===== config.mk =====
export PLATFORM = sky130hd
export DESIGN_NAME = instruction_fetch_unit
export DESIGN_NICKNAME = d
export VERILOG_FILES = /design/src/rtl/instruction_fetch_unit.sv
export SDC_FILE = /design/constraint.sdc
export NUM_CORES = 1
export LEC_CHECK = 0
export CELL_PAD_IN_SITES_DETAIL_PLACEMENT = 1
export CELL_PAD_IN_SITES_GLOBAL_PLACEMENT = 1
export CORE_MARGIN = 1.5
export CORE_UTILIZATION = 42
export DETAILED_ROUTE_END_ITERATION = 10
export PLACE_DENSITY_LB_ADDON = 0.1
export SLEW_MARGIN = 20
export SYNTH_ARGS = -nofsm -noshare
export SYNTH_HDL_FRONTEND = slang
export SYNTH_SLANG_ARGS = --single-unit

===== constraint.sdc =====
create_clock -name clk_i -period 9.3 [get_ports clk_i]
set_input_delay 1.86 -clock clk_i [delete_from_list [all_inputs] [get_ports clk_i]]
set_output_delay 1.86 -clock clk_i [all_outputs]
set_load 0.01 [all_outputs]

===== src/rtl/instruction_fetch_unit.sv =====
// Instruction fetch unit: owns the PC, addresses a combinational instruction ROM and buffers
// fetched {pc, word} pairs in a small FIFO for decode (valid/ready handshake).
// A branch redirect flushes the buffer and reloads the PC.
//
// Optional feature macro: HALT_ON_ZERO_EN
//   defined   - a zero word (unmapped ROM) is not buffered; fetch enters HALTED until a redirect
//               or reset. The buffer still drains.
//   undefined - zero words are ordinary instructions; halted_o is tied low.
//
// Ports:
//   clk_i             rising-edge clock
//   rst_ni            synchronous reset, active-low
//   imem_address_o    ROM address (current PC)
//   imem_data_i       ROM word for imem_address_o, valid the same cycle
//   instr_o           FIFO head instruction (0 when empty)
//   instr_pc_o        address of instr_o (0 when empty)
//   instr_valid_o     FIFO non-empty
//   instr_ready_i     decode accepts head when instr_valid_o & instr_ready_i
//   branch_valid_i    redirect request
//   branch_target_i   redirect address, bits [1:0] cleared on load
//   stall_i           freeze all state; redirect is ignored while set
//   halted_o          fetch stopped
//   fetch_count_o     instructions pushed since reset, saturating
module instruction_fetch_unit #(
  parameter int unsigned        ADDR_W     = 32,
  parameter int unsigned        DATA_W     = 32,
  parameter logic [ADDR_W-1:0]  RESET_PC   = '0,
  parameter logic [ADDR_W-1:0]  PC_STEP    = ADDR_W'(4),
  parameter int unsigned        FIFO_DEPTH = 2
) (
  input  logic              clk_i,
  input  logic              rst_ni,
  output logic [ADDR_W-1:0] imem_address_o,
  input  logic [DATA_W-1:0] imem_data_i,
  output logic [DATA_W-1:0] instr_o,
  output logic [ADDR_W-1:0] instr_pc_o,
  output logic              instr_valid_o,
  input  logic              instr_ready_i,
  input  logic              branch_valid_i,
  input  logic [ADDR_W-1:0] branch_target_i,
  input  logic              stall_i,
  output logic              halted_o,
  output logic [15:0]       fetch_count_o
);

  localparam int unsigned PtrW = $clog2(FIFO_DEPTH);

  typedef logic [PtrW-1:0] ptr_t;
  typedef logic [PtrW:0]   cnt_t;
  typedef enum logic [0:0] {StFetch, StHalted} state_e;

  state_e              state_q, state_d;
  logic [ADDR_W-1:0]   pc_q, pc_d;
  ptr_t                rd_ptr_q, rd_ptr_d;
  ptr_t                wr_ptr_q, wr_ptr_d;
  cnt_t                count_q, count_d;
  logic [15:0]         fetch_count_q, fetch_count_d;
  logic [ADDR_W-1:0]   pc_mem_q   [FIFO_DEPTH];
  logic [DATA_W-1:0]   data_mem_q [FIFO_DEPTH];

  logic pop, push, can_push, redirect, full;

  assign instr_valid_o  = (count_q != '0);
  // Depth is a power of two, so the count MSB alone marks "full".
  assign full           = count_q[PtrW];
  assign pop            = instr_valid_o & instr_ready_i & ~stall_i;
  assign redirect       = branch_valid_i & ~stall_i;
  // A full buffer may still accept when the head leaves in the same cycle.
  assign can_push       = (state_q == StFetch) & ~stall_i & ~branch_valid_i & (~full | pop);

`ifdef HALT_ON_ZERO_EN
  logic zero_hit;
  assign zero_hit = can_push & (imem_data_i == '0);
  assign push     = can_push & ~zero_hit;
  assign halted_o = (state_q == StHalted);
`else
  assign push     = can_push;
  assign halted_o = 1'b0;
`endif

  assign imem_address_o = pc_q;
  assign instr_o        = instr_valid_o ? data_mem_q[rd_ptr_q] : '0;
  assign instr_pc_o     = instr_valid_o ? pc_mem_q[rd_ptr_q]   : '0;
  assign fetch_count_o  = fetch_count_q;

  always_comb begin
    state_d       = state_q;
    pc_d          = pc_q;
    rd_ptr_d      = rd_ptr_q;
    wr_ptr_d      = wr_ptr_q;
    count_d       = count_q;
    fetch_count_d = fetch_count_q;
    if (redirect) begin
      // Any same-cycle pop is absorbed by the flush.
      rd_ptr_d = '0;
      wr_ptr_d = '0;
      count_d  = '0;
      pc_d     = branch_target_i & ~ADDR_W'(3);
      state_d  = StFetch;
    end else begin
      if (pop) rd_ptr_d = rd_ptr_q + ptr_t'(1);
      if (push) begin
        wr_ptr_d = wr_ptr_q + ptr_t'(1);
        pc_d     = pc_q + PC_STEP;
        if (fetch_count_q != 16'hFFFF) fetch_count_d = fetch_count_q + 16'd1;
      end
      if (push && !pop)      count_d = count_q + cnt_t'(1);
      else if (pop && !push) count_d = count_q - cnt_t'(1);
`ifdef HALT_ON_ZERO_EN
      if (zero_hit) state_d = StHalted;
`endif
    end
  end

  always_ff @(posedge clk_i) begin
    if (!rst_ni) begin
      state_q       <= StFetch;
      pc_q          <= RESET_PC;
      rd_ptr_q      <= '0;
      wr_ptr_q      <= '0;
      count_q       <= '0;
      fetch_count_q <= '0;
    end else begin
      state_q       <= state_d;
      pc_q          <= pc_d;
      rd_ptr_q      <= rd_ptr_d;
      wr_ptr_q      <= wr_ptr_d;
      count_q       <= count_d;
      fetch_count_q <= fetch_count_d;
    end
  end

  // Storage needs no reset: entries are only read while counted valid.
  always_ff @(posedge clk_i) begin
    if (push) begin
      pc_mem_q[wr_ptr_q]   <= pc_q;
      data_mem_q[wr_ptr_q] <= imem_data_i;
    end
  end

endmodule


# After elaboration in Yosys (flattened, before gate mapping)
# Memories as Yosys holds them, arrays and structs flattened. A register that Yosys moved wholly into a read port is not among the register bits.
# Index checks and enable logic that the tools add are counted.
[totals]
ff_bits = 52
ram_bits = 128
input_bits = 69
wordCells = 47
n_memories = 2
[memory_table]
columns = ["memory", "words", "word_bits", "read_ports", "rd_ports_with_merged_regs", "write_ports", "line", "text"]
rows = [
  ["data_mem_q", 2, 32, 1, 1, 1, "59", "logic [DATA_W-1:0] data_mem_q [FIFO_DEPTH];"],
  ["pc_mem_q", 2, 32, 1, 1, 1, "58", "logic [ADDR_W-1:0] pc_mem_q [FIFO_DEPTH];"],
]
[classes]
add_sub_neg = 6
eq_ne = 1
n_mux = 12
bitwise = 11
n_reduce_logical = 9
[ops]
columns = ["op", "count"]
rows = [
  ["$mux 32", 4],
  ["$add 32x3->32 const B", 1],
  ["$add 16x1->16 const B", 1],
  ["$ne 16x16->1 const B", 1],
  ["$mux 1", 6],
  ["$reduce_bool 2->1", 3],
  ["$and 1x1->1", 5],
  ["$not 1->1", 5],
  ["$mux 2", 2],
  ["$reduce_and 3->1", 1],
  ["$add 1x1->1 const B", 2],
  ["$add 2x1->2 const B", 1],
  ["$logic_and 1x1->1", 2],
  ["$logic_not 1->1", 2],
  ["$reduce_or 2->1", 1],
  ["$sub 2x1->2 const B", 1],
  ["$or 1x1->1", 1],
]

# Longest topological paths before layout
# Gate-level depths: netlist of run 1.
[logic_depth]
ltp_word = 9
depth_mapped = 8
depth_no_buf = 7

# Worst setup path before layout of run 1
# Ideal clock, no wire load.
[synth_timing]
path_kind = "input port to flip-flop"
from = "in instr_ready_i"
to = "mem data_mem_q[0][0], enable pin"
arrival_time_ns = 4.978
required_time_ns = 8.818
path_slack_ns = 3.840
stages = 5
n_path_buf = 2
path_cell_list = "nand2b_1 buf_4 nand2_1 buf_2 nor2_1"
[synth_between]
elab_chain_cells = 6
[synth_rtl]
columns = ["element", "line", "text"]
rows = [
  ["start, declared", "38", "input logic instr_ready_i,"],
  ["$and 1x1->1 (2 in series)", "66", "assign pop = instr_valid_o & instr_ready_i & ~stall_i;"],
  ["$or 1x1->1", "69", "assign can_push = (state_q == StFetch) & ~stall_i & ~branch_valid_i & (~full | pop);"],
  ["$and 1x1->1", "69", ""],
  ["$mux 1", "135", "if (push) begin"],
  ["$mux 1 (implied by the code)", "137", "data_mem_q[wr_ptr_q] <= imem_data_i;"],
  ["end, declared", "59", ""],
]
# Every way passes these cells.

# Worst setup path after layout of run 1
[layout_timing]
from = "in instr_ready_i"
to = "mem data_mem_q[0][25], enable pin"
# The elaborated chain is that of the path after synthesis.

==> impl_metrics.py, run 1 <==
metrics = {
    "floorplanning": {
        "floorplan.initialDensity": 0.4294,
        "die_h_um": 135.7,
        "pin_count": 183,
        "core_area_mm2": 0.01724,
        "num_rows": 48,
        "fp.dieW_um": 135.7,
        "dieArea_mm2": 0.01843,
    },
    "drt": {
        "wl_met2_um": 8883,
        "drtIter0Drc": 221,
        "viasPerCell": 5.226,
        "ant_nets": 0,
        "wire_per_inst_um": 18.49,
        "highest_layer": "met4",
        "dr_total_vias": 5216,
        "wl_met1_um": 8199,
        "wl_um": 18460,
        "route.met3.wl_um": 947,
        "drt-pass1-iter-count": 4,
        "drc_errors": 0,
    },
    "timing": {
        "setup_viol": 0,
        "fin_crit_ns": 4.287,
        "slew_violations": 0,
        "tightest_slew_ns": 1.032,
        "rsz0062_at_grt": "no",
        "hold_violations": 0,
        "relSlewSlack": 0.3104,
        "fin_ws_ns": 5.013,
        "finalCritPeriodShare": 0.4609,
        "skew_ns": 0.009034,
        "fmax_mhz": 233.3,
        "fin_setup_tns_ns": 0,
    },
    "clock_tree": {
        "cts.root.buffer_cell": "clkbuf_16",
        "hold_buffers": 0,
        "post_cts_buffers": 0,
        "ctsHtreeMaxLevel": 4,
        "cts_buffers": 17,
        "insertion_delay_ns": 0.42,
        "cts_tree": "yes",
        "clock_path_buffers": 2,
        "clock_sinks": 175,
        "path_clk_slew_ns": 0.07,
        "cts.repair.resized": 0,
    },
    "setup_path": {
        "slowest_delay_ns": 0.64,
        "path_cells": "clkdlybuf4s50_1, nand2b_1, nand2_1, nor2_4, buf_4",
        "cp.arrival_ns": 4.34,
        "crit_type": "input port to flip-flop",
        "endpoint_kind": "flip-flop",
        "critPathSlowestCell": "buf_4",
        "crit_fanout": 49,
        "cp.required_ns": 9.36,
        "reg2regPathDepth": 4,
        "startpoint_type": "input port",
    },
    "min_path": {
        "worstHoldPathCells": 2,
        "hp-class": "flip-flop to flip-flop",
    },
    "synthesis": {
        "netlist_instances": 590,
        "synth-main-ff-cell": "edfxtp_1",
        "yosys.area.top_type": "edfxtp_1",
        "async_flop_share": 0,
        "yosys-top-cells-area": "edfxtp_1 (50%), dfxtp_1 (14%), mux2i_1 (8.7%), nor2_1 (4.8%), xnor2_1 (3.8%)",
        "synth.distinct_cells": 46,
        "syn_area_mm2": 0.007401,
        "synth_area_per_cell_um2": 12.54,
        "synth-seq-cells": 175,
        "synth_top_area_share": 0.5031,
        "synth_edf_count": 124,
        "ys_warn_count": 0,
        "seq_area_frac_synth": 0.6411,
    },
    "cells_and_area": {
        "drive_gt1_frac": 0.06727,
        "layout.nets": 832,
        "diodes": 0,
        "final_cells": 998,
        "layout_commonest_cell": "clkdlybuf4s50_1",
        "fin_area_mm2": 0.009953,
        "final_cell_mix": "clkdlybuf4s50_1 (175), edfxtp_1 (124), nor2_1 (93), mux2i_1 (64), dfxtp_1 (50)",
        "syn_to_final_growth_pct": 34.49,
        "fin_util": 0.5775,
    },
    "placed_design": {
        "dpl_cell_area_mm2": 0.009325,
        "place_hpwl_um": 12100,
        "gp_congestion": 0.7962,
        "dpl.cell_count": 965,
        "portBuffers": 175,
        "place_ws_ns": 4.578,
    },
    "global_routing": {
        "grt_pass1_wl_um": 28660,
        "grt_overflow_total": 0,
        "antenna_found_initial": 0,
        "grt_pass1_vias": 5325,
        "grt_start_max_net_pins": 63,
        "track_usage": 0.2054,
    },
    "pwr": {
        "p_leak_uw": 0.003288,
        "p_per_area_mw_per_mm2": 184.3,
        "ir_worst_vdd_mv": 0.1586,
    },
    "outcome": {
        "status": "completed",
    },
    "flow_run": {
        "cap_violations": 0,
    },
}
per-stage QoR:
step	hold slack (ns)	power [uW]
CTS	0.5134	1850
detailed placement	0.4949	1119
global placement	0.4801	1113
finish	0.5115	1835
global route	0.5368	1897
floorplan	0.4718	994.8
sequential cells by signal (all words and copies together), names as in the netlist, named ones only:
name and count:
pc_mem_q 60, rd_ptr_q 1, count_q 2, imem_address_o 30, data_mem_q 64, fetch_count_o 16
wr_ptr_q 1
logic make-up (layout without fill, tap and decap cells):
group           after synthesis  after routing  synth area share
buf+inv                      43            222           0.02857
flops                       175            175            0.6411
compound gates               65             65           0.05038
simple gates                204            204            0.1464
fa+ha+maj                     3              3          0.005072
xor+xnor                     35             35           0.04142
other cells                   1              5         0.0005067
mux                          64             64           0.08656
cell type report:
class	instances	area, um2
Clock buffer	17	425.4
Sequential cell	175	4748
Fill cell	1722	7283
Inverter	10	37.54
Timing Repair Buffer	180	1802
Multi-Input combinational cell	376	2476
Tap cell	225	281.5
Clock inverter	15	182.7
layer usage:
layer / track usage / vias to the layer above
met5: 0 / -
met4: 0.08065 / 0
met2: 0.3370 / 141
met1: 0.2644 / 2570
met3: 0.04602 / 25
li1: - / 2480
critical path, delay by kind of cell:
kind	cells	cell delay [ns]
simple gates	3	1.32
buf+inv	2	1.11
synth_stat cells (2+ instances only):
library cell	n
a211oi_1	6
or3_1	2
ha_1	3
nor4_4	4
mux2i_1	64
nor3_1	16
o21ai_1	2
clkbuf_1	16
and2_1	4
and3_1	7
xnor2_1	32
a21oi_1	19
nand4_4	2
nor3b_1	3
xor2_1	3
nand3_1	13
o21ai_0	27
nor2_1	95
nor2b_1	2
dfxtp_1	51
nor4_1	9
buf_4	7
and4_1	4
buf_2	7
inv_1	10
a31oi_1	3
a221oi_1	3
nand4_1	8
edfxtp_1	124
nand2_1	24
buf_6	2
nand4_2	3
nand2b_1	2
path summary, 6_finish.rpt:
path | from | slack, ns | end
worst min-delay path | rd_ptr_q$_SDFFE_PP0P_ | 0.51 | flip-flop
worst min register to register | rd_ptr_q$_SDFFE_PP0P_ | 0.51 | flip-flop
worst max register to register | count_q[1]$_SDFFE_PP0P_ | 6.61 | data_mem_q[0][25]$_DFFE_PP_
worst max-delay path | instr_ready_i | 5.01 | data_mem_q[0][25]$_DFFE_PP_
where the power goes:
part	switching, uW	leakage [uW]	internal [uW]
registers	25.5	0.00159	865
clock network	308	0.000292	427
logic	100	0.00141	109
total	433	0.00329	1400
No activity file was read; power rests on OpenSTA's default activity.
==> run 2, diff against run 1 <==
Settings changed: CORE_UTILIZATION 42 to 39.
Clock period 9.3 ns to 4.2 ns, I/O delays scaled along.
==> impl_metrics.py, run 2 (same netlist as run 1, synthesis figures left out) <==
metrics = {
    "global_routing": {
        "grt_start_max_net_pins": 63,
        "antenna_found_initial": 0,
        "grt_overflow_total": 0,
        "grt_pass1_wl_um": 29090,
        "grt_pass1_vias": 5420,
        "track_usage": 0.1909,
    },
    "setup_path": {
        "slowest_delay_ns": 0.52,
        "r2r-start": "imem_address_o[2]$_SDFFE_PN0P_",
        "cp.required_ns": 3.36,
        "cp.arrival_ns": 2.40,
        "critPathSlowestCell": "clkdlybuf4s50_1",
        "endpoint_kind": "output port",
        "critical_path.endpoint": "instr_pc_o[14]",
        "r2r-end": "imem_address_o[30]$_SDFFE_PN0P_",
        "rrSetupSlack_ns": 1.99,
        "crit_type": "flip-flop to output port",
        "crit_fanout": 43,
        "cp-startpoint": "count_q[1]$_SDFFE_PP0P_",
        "startpoint_type": "flip-flop",
        "path_cells": "nor2_4, buf_4, nor2_1, clkdlybuf4s50_1",
        "reg2regPathDepth": 6,
    },
    "floorplanning": {
        "core_area_mm2": 0.01864,
        "floorplan.initialDensity": 0.3970,
        "fp.dieW_um": 140.8,
        "die_h_um": 140.8,
        "dieArea_mm2": 0.01981,
        "pin_count": 183,
        "num_rows": 50,
    },
    "timing": {
        "setup_viol": 0,
        "hold-worst-slack_ns": 0.5205,
        "fmax_mhz": 308.5,
        "fin_crit_ns": 3.241,
        "fin_setup_tns_ns": 0,
        "skew_ns": 0.006299,
        "hold_violations": 0,
        "rsz0062_at_grt": "no",
        "relSlewSlack": 0.4567,
        "tightest_slew_ns": 0.8140,
        "finalCritPeriodShare": 0.7717,
        "slew_violations": 0,
    },
    "cells_and_area": {
        "largest_reg_flops": 64,
        "final_cell_mix": "clkdlybuf4s50_1 (175), edfxtp_1 (124), nor2_1 (93), mux2i_1 (64), dfxtp_1 (50)",
        "drive_gt1_frac": 0.07097,
        "layout.nets": 835,
        "layout_commonest_cell": "clkdlybuf4s50_1",
        "diodes": 0,
        "syn_to_final_growth_pct": 35.08,
        "regMostFlops": "data_mem_q",
    },
    "clock_tree": {
        "cts_tree": "yes",
        "cts.repair.resized": 0,
        "cts_buffers": 17,
        "path_clk_slew_ns": 0.06,
        "post_cts_buffers": 0,
        "cts.root.buffer_cell": "clkbuf_16",
        "hold_buffers": 0,
        "ctsHtreeMaxLevel": 4,
        "clock_path_buffers": 2,
        "insertion_delay_ns": 0.43,
        "clock_sinks": 175,
    },
    "drt": {
        "wl_um": 18710,
        "drc_errors": 0,
        "wl_met2_um": 9279,
        "wl_met1_um": 8356,
        "drt-pass1-iter-count": 4,
        "dr_total_vias": 5211,
        "drtIter0Drc": 206,
        "wire_per_inst_um": 18.54,
        "ant_nets": 0,
        "route.met3.wl_um": 817,
        "highest_layer": "met4",
        "viasPerCell": 5.165,
    },
    "pwr": {
        "p_leak_uw": 0.003298,
        "p_per_area_mw_per_mm2": 405.3,
        "ir_worst_vdd_mv": 0.2795,
    },
    "outcome": {
        "status": "completed",
    },
    "placed_design": {
        "portBuffers": 175,
        "place_hpwl_um": 12650,
        "gp_congestion": 0.7619,
    },
    "min_path": {
        "hp-class": "flip-flop to flip-flop",
        "worstHoldPathCells": 2,
    },
    "flow_run": {
        "cap_violations": 0,
    },
}
==> run 2: cell count changes in the layout (fill, tap and decap cells not counted) <==
cell	change
clkinvlp_4	+3
clkinv_2	+3
clkinv_4	-2
inv_6	-3
clkinvlp_2	-1
clkinv_1	-1
buf_12	+2
buf_4	+1
==> run 2: worst max-delay path, delay by kind of cell, from the launching register on <==
| family | cells | cell delay (ns) |
|---|---|---|
| flops | 1 | 0.36 |
| buf+inv | 2 | 1.02 |
| simple gates | 2 | 0.58 |
==> run 2: layout make-up <==
type | count | area (um2)
Clock inverter | 14 | 167.7
Tap cell | 234 | 292.8
Multi-Input combinational cell | 376 | 2476
Fill cell | 1941 | 8646
Timing Repair Buffer | 183 | 1849
Inverter | 10 | 37.54
Clock buffer | 17 | 425.4
Sequential cell | 175 | 4748
==> run 2: power by group <==
part           internal (uW)  switching [uW]
Clock                    933             675
Sequential              1920            58.9
Combinational            246             222
==> run 2: worst min path at each step <==
stage,from,end
floorplan,count_q[1]$_SDFFE_PP0P_,count_q[1]$_SDFFE_PP0P_
global placement,rd_ptr_q$_SDFFE_PP0P_,rd_ptr_q$_SDFFE_PP0P_
detailed placement,rd_ptr_q$_SDFFE_PP0P_,flip-flop
CTS,rd_ptr_q$_SDFFE_PP0P_,flip-flop
global route,rd_ptr_q$_SDFFE_PP0P_,flip-flop
finish,rd_ptr_q$_SDFFE_PP0P_,rd_ptr_q$_SDFFE_PP0P_
==> run 2: layer usage <==
metal | vias to the layer above | global-route usage
li1 | 2492 | -
met1 | 2562 | 0.2398
met2 | 138 | 0.3264
met5 | - | 0
met4 | 0 | 0.06140
met3 | 19 | 0.04416
==> run 2: stage by stage <==
stage / instances / worst slack [ns] / power (uW) / cell area, um2 / utilization
floorplan: 594 / 0.8064 / 2202 / 7418 / -
global placement: 978 / 1.131 / 2471 / 9404 / 0.5044
detailed placement: 978 / 1.093 / 2487 / 9404 / 0.5044
CTS: 1009 / 0.8897 / 4088 / 9997 / 0.5362
global route: 1009 / 0.7530 / 4194 / 9997 / 0.5362
finish: 1009 / 0.9587 / 4051 / 9997 / 0.5362
